### src/rtl/lcv_dot_seq.sv
// Sequential dot-product controller driving an external 1-cycle MAC.
// Streams signed 16-bit operand pairs and emits a 33-bit wrapped sum with a term count.
module lcv_dot_seq (
    input  logic        clk,
    input  logic        rst,
    input  logic        in_valid,
    output logic        in_ready,
    input  logic [15:0] in_a,
    input  logic [15:0] in_b,
    input  logic        in_last,
    output logic [15:0] mac_a,
    output logic [15:0] mac_b,
    output logic [32:0] mac_c,
    input  logic [32:0] mac_outp,
    output logic        res_valid,
    input  logic        res_ready,
    output logic [32:0] res_data,
    output logic [15:0] res_cnt
);

    typedef enum logic [1:0] {
        ACC_FIRST,
        ACC,
        DRAIN,
        OUT
    } state_t;

    state_t      state;
    logic        issued_q;
    logic [32:0] acc_q;
    logic [15:0] cnt_q;
    logic        accept;

    assign in_ready = !rst && (state == ACC_FIRST || state == ACC);
    assign accept   = in_valid && in_ready;

    // Running sum lives in mac_outp right after an issue, else in acc_q.
    always_comb begin
        mac_a = 16'd0;
        mac_b = 16'd0;
        mac_c = 33'd0;
        if (accept) begin
            mac_a = in_a;
            mac_b = in_b;
            if (state == ACC)
                mac_c = issued_q ? mac_outp : acc_q;
        end
    end

    always_ff @(posedge clk or posedge rst) begin
        if (rst) begin
            state     <= ACC_FIRST;
            issued_q  <= 1'b0;
            acc_q     <= 33'd0;
            cnt_q     <= 16'd0;
            res_valid <= 1'b0;
            res_data  <= 33'd0;
            res_cnt   <= 16'd0;
        end else begin
            issued_q <= accept;
            if (issued_q)
                acc_q <= mac_outp;
            unique case (state)
                ACC_FIRST, ACC: begin
                    if (accept) begin
                        if (state == ACC_FIRST)
                            cnt_q <= 16'd1;
                        else if (cnt_q != 16'hFFFF)
                            cnt_q <= cnt_q + 16'd1;
                        state <= in_last ? DRAIN : ACC;
                    end
                end
                DRAIN: begin
                    res_data  <= mac_outp;
                    res_cnt   <= cnt_q;
                    res_valid <= 1'b1;
                    state     <= OUT;
                end
                OUT: begin
                    if (res_ready) begin
                        res_valid <= 1'b0;
                        state     <= ACC_FIRST;
                    end
                end
                default: state <= ACC_FIRST;
            endcase
        end
    end

endmodule
### config.mk
export PLATFORM = sky130hd
export DESIGN_NAME = lcv_dot_seq
export DESIGN_NICKNAME = d
export VERILOG_FILES = /design/src/rtl/lcv_dot_seq.sv
export SDC_FILE = /design/constraint.sdc
export NUM_CORES = 1
export LEC_CHECK = 0
export CORE_ASPECT_RATIO = 2
export CORE_MARGIN = 1.5
export CORE_UTILIZATION = 40
export CTS_CLUSTER_DIAMETER = 100
export DETAILED_ROUTE_END_ITERATION = 6
export DONT_BUFFER_PORTS = 1
export PLACE_DENSITY_LB_ADDON = 0.12
export SYNTH_ARGS = -nofsm -noshare
export SYNTH_HDL_FRONTEND = slang
export SYNTH_SLANG_ARGS = --single-unit
### constraint.sdc
create_clock -name clk -period 4.6 [get_ports clk]
set_input_delay 1.38 -clock clk [delete_from_list [all_inputs] [get_ports clk]]
set_output_delay 1.38 -clock clk [all_outputs]
set_load 0.005 [all_outputs]
== Word-level counts from Yosys, hierarchy flattened ==
Index checks and enable logic that the tools add are counted.

* Register bits after elaboration: 102
* Output and inout port bits: 116
* Word-level logic and storage cells: 38

* $add $sub $neg: 1
* Equality and inequality tests: 6
* Mux-type cells: 13
* Reduce and logical (&&, ||, !) cells: 11

{| class="wikitable"
|+ Operators with widths
! kind !! count
|-
| 2-to-1 mux 33 bit || 3
|-
| 2-to-1 mux 16 bit || 4
|-
| adder 16 x 1 -> 16 bit, second input constant || 1
|-
| != test 16 bit, second input constant || 1
|-
| 2-to-1 mux 2 bit || 3
|-
| case mux 2 bit (3 select lines) || 1
|-
| equality test 2 bit, second input constant || 2
|-
| != test 2 bit, second input constant || 2
|-
| AND reduction 2 bit || 2
|-
| nonzero test 2 bit || 2
|-
| AND reduction 3 bit || 1
|-
| equality test 2 x 1 -> 1 bit, second input constant || 1
|-
| logical AND 1 bit || 2
|-
| zero test 2 bit || 1
|-
| case mux 1 bit (2 select lines) || 1
|-
| OR reduction 2 bit || 1
|-
| zero test 1 bit || 1
|-
| logical OR 1 bit || 1
|-
| 2-to-1 mux 1 bit || 1
|}

== Logic depth before layout (Yosys ltp) ==
* Depth in word-level cells: 6
* Mapped depth: 7
* Depth with buffers taken out: 5

== Least setup slack after synthesis ==
No wires, ideal clock.

* Kind: input port to output port
* Start point: input rst
* End point: output mac_c[10]
* Arrival time: 2.367 ns
* Path slack: 0.853 ns
* Stages: 6
* Path through: or3b_1 -> buf_6 -> clkinv_4 -> buf_8 -> clkbuf_2 -> and3_1

* Cells in the longest elaborated chain, start to end: 4

{| class="wikitable"
|+ RTL lines
! what !! line !! text
|-
| start, declared || 5 || <nowiki>input logic rst,</nowiki>
|-
| zero test 1 bit (no line) || - ||
|-
| logical AND 1 bit || 34 || <nowiki>assign in_ready = !rst && (state == ACC_FIRST || state == ACC);</nowiki>
|-
| logical AND 1 bit || 35 || <nowiki>assign accept = in_valid && in_ready;</nowiki>
|-
| 2-to-1 mux 33 bit || 42 || <nowiki>if (accept) begin</nowiki>
|-
| end, declared || 13 || <nowiki>output logic [32:0] mac_c,</nowiki>
|}

Every way passes these cells.

== Worst setup path in the final report ==
* Start point: input in_valid
* End point: output mac_c[4]

* Cells in the longest elaborated chain, start to end: 2

{| class="wikitable"
|+ RTL lines
! what !! line !! text
|-
| start, declared || 6 || <nowiki>input logic in_valid,</nowiki>
|-
| logical AND 1 bit || 35 ||
|-
| 2-to-1 mux 33 bit || 42 ||
|}

Every way passes these cells.

==> key figures <==
Power
  • Leakage power: 2.228 nW
  • Cell Pwr Density: 601.6 nW/um2
  • Comb power frac: between 20% and 30%
  • Internal power: roughly 2.0 mW
  • Maximum VDD drop: between 0.3 and 0.4 mV
  • Sw power: 0.9903 mW
  • Clock power frac: 23.5%
  • Sw frac: about a third
  • Sequential power share: roughly 50%

Die
  • Io pins: between 150 and 200
  • Chip width: ~79 um
  • Die Height: approximately 160 um
  • Initial Util: between 40% and 50%
  • Die area: between 10000 and 15000 um2
  • Core footprint: about 11000 um2
  • Row count: 55

Placed design
  • Placed cell areas: about 4700 um2
  • Hpwl dp: around 7600 um
  • Gp weighted congestion: 0.8073
  • PortBufs: 0

Logic synthesis
  • Area leader, netlist: dfrtp_1
  • Seq cells post-synth: a little over 100
  • Sequential fraction of the synthesis area: between 50% and 60%
  • Syn Inst Count: about 380
  • FFs w/ async S/R, synth: between 90% and 100%
  • EDFF count, synth: 0
  • Number of synthesis warnings: 0
  • Synth Flop Type: dfrtp_1
  • Synthesized area per cell: approximately 12 um2
  • Cell variety after synth: between 40 and 50
  • Cell Area, Synth: between 4000 and 5000 um2
  • Top-area cell type share of the netlist area: a little over half
  • Syn Nets: ~450
  • Top post-synthesis cells by area: dfrtp_1 (55%), mux2_2 (20%), and3_1 (4.7%), and2_1 (4.3%), buf_2 (1.4%)

Detailed routing
  • Final ANT Viol Nets: 0
  • # DRC: 0
  • First-pass DRT Iterations: 4
  • 1st-iter DRT viols: 107
  • Routed WL per cell: 21.15 um
  • Via Count: 2912
  • Total wire length: between 10000 and 15000 um
  • Via/cell ratio: 5.732

Final layout
  • Area growth, synth to finish: 7.243%
  • Nets@finish: approximately 430
  • Share of cells above drive strength 1: between 30% and 40%
  • Post-route cell area: 5002 um2
  • # fillers: around 1100
  • Number of diodes: 0

Status
  • Status: complete, no violations

Min path
  • Hold crit path type: flop to flop
  • Depth of the worst hold-timing path: 1

Setup path
  • CP max-delay cell: clkinv_4
  • Maximum net fanout on the critical path: 79
  • Worst Path Arrival: ~2600 ps
  • Worst R2R Path Depth: 3
  • Stages on worst setup path: 3
  • Cell Chain, Critical Path: or3b_1 > clkinv_4 > and3_1
  • CP startpoint kind: primary input
  • Worst Path Buf+Inv: 1
  • Crit Path Category: primary input to output pin
  • Largest stage delay, worst path: approximately 450 ps
  • Top Family by Delay on Critical Path: simple AND/OR/NAND/NOR gates
  • Required time of the critical path: 3220 ps
  • Setup crit end kind: output pin

Global routing
  • Grt ovf: 0
  • Met2 Usage GRT: between 30% and 40%
  • Global route hottest layer: met2
  • M1 GR Usage: around a fifth
  • Largest net degree at the start of global routing: slightly above 80
  • Vias in the first global route: 3063
  • Tot GR Track Use: between 10% and 20%
  • Grt met3 use: under 10%
  • First-pass GRT wire length: around 17000 um
  • Initial antenna violation count: 0

Clocking
  • Htree depth: 3
  • Longest Clk Path Bufs: 2
  • Buffer count from post-CTS setup fixing: 0
  • CTS tree: done
  • Post-CTS sizing: 0
  • CTS buffer count: 9
  • Worst-path clk slew: about 70 ps
  • Clk root buf: clkbuf_16
  • Worst skew pair latency: ~340 ps
  • Hold_buf cts: 0
  • Clock sink count: between 100 and 150

Flow run
  • Max-cap violations: 0

Timing
  • F_max: 251.3 MHz
  • Setup TNS: 0 ps
  • Tmin final: just under 4000 ps
  • Setup violations, final: 0
  • Slew @ Worst Pin: between 1000 and 1500 ps
  • Slew Limit Fails: 0
  • RSZ-0062 raised after global routing: false
  • Slew margin rel.: a little under a third
  • Clock skew: a little over 6 ps
  • Final hold viol count: 0
  • Period utilization: between 80% and 90%
-- final timing paths --
| kind | start | endpoint | slack (ps) |
|---|---|---|---|
| max | in_valid | mac_c[4] | 620 |
| min in group asynchronous | rst | res_valid | 1150 |
| min reg2reg | acc_q[5] | acc_q[5] | 500 |
| max in group asynchronous | rst | res_data[9] | 2570 |
| min | acc_q[5] | acc_q[5] | 500 |
| max reg2reg | state[0] | res_data[20] | 2080 |
-- synth_stat cells, types with 2 or more instances --
cell      count
o211ai_1      2
nor2b_1       3
mux2_4        2
a21oi_1       5
nor2_1        6
o21ai_1       2
nand2_1      11
nand3_1       6
buf_2        13
o22a_1        2
nor3_1        7
and3_1       35
and2_1       32
o21ai_0       7
clkbuf_2      6
clkbuf_1      7
mux2_2       82
dfrtp_1     102
nand4_1       7
nor4_1        3
a211o_1       4
a22o_1        3
inv_1         3
a21o_1        4
and4_1        3
-- power by group through the flow --
stage,clock network (mW),logic (mW),registers [mW]
2_1_floorplan,0,0.730,1.39
3_3_place_gp,0,0.791,1.53
3_5_place_dp,0,0.802,1.54
4_1_cts,0.736,0.804,1.52
5_1_grt,0.763,0.873,1.56
6_report,0.708,0.789,1.51
-- registers in the layout, summed over array words and instances, names as in the netlist --
signal	cells
res_valid	1
cnt_q	16
state	2
issued_q	1
res_data	33
res_cnt	16
acc_q	33
-- layer usage --
metal,routed length (um),vias up
li1,-,1308
met1,4010,1440
met2,5811,144
met3,634,20
met4,289,0
met5,0,-
-- worst reg2reg max path, cell delays in order, from the launching register on --
cell	delay [ps]
dfrtp_1	680
nor2b_4	920
buf_4	430
mux2_2	380
-- layout make-up --
cell class | count | area [um2] | area share [%]
multi-input combinational | 240 | 1944 | 38.87
inverter | 4 | 22.52 | 0.4502
clock inverter | 6 | 46.29 | 0.9255
clock buffer | 10 | 229.0 | 4.577
tap | 142 | 177.7 | 3.552
sequential | 102 | 2552 | 51.03
timing repair buffer | 4 | 30.03 | 0.6003
-- kinds of logic after synthesis --
group,count (synthesis),share of synthesized area [%]
flip-flops,102,54.72
AND/OR/NAND/NOR,118,15.10
multiplexers,84,20.44
AO/OA/AOI/OAI,37,5.714
buffers and inverters,33,3.755
adder cells (fa/ha/maj),1,0.2682
-- cells in the final DEF (no fill, tap or decap), drive strengths merged, types with 7 or more instances in the layout --
cell    Yosys  final
nand3       7      7
and3       35     35
dfrtp     102    102
mux2       84     84
nand2      12     12
and2       32     32
o21ai      10     10
nor3        7      7
clkbuf     13     10
nand4       7      7
-- metrics by stage --
stage | setup slack (ps) | power (mW) | utilization (%) | hold WS (ps) | cells
3_3_place_gp | 668.0 | 2.321 | 41.63 | 479.2 | 492
3_5_place_dp | 618.8 | 2.343 | 41.63 | 484.5 | 492
2_1_floorplan | 544.5 | 2.122 | - | 467.0 | 375
5_1_grt | 484.3 | 3.200 | 44.06 | 505.0 | 508
4_1_cts | 615.7 | 3.061 | 44.06 | 500.3 | 508
6_report | 621.4 | 3.009 | 44.06 | 495.1 | 508
No activity file was read; power rests on OpenSTA's default activity.
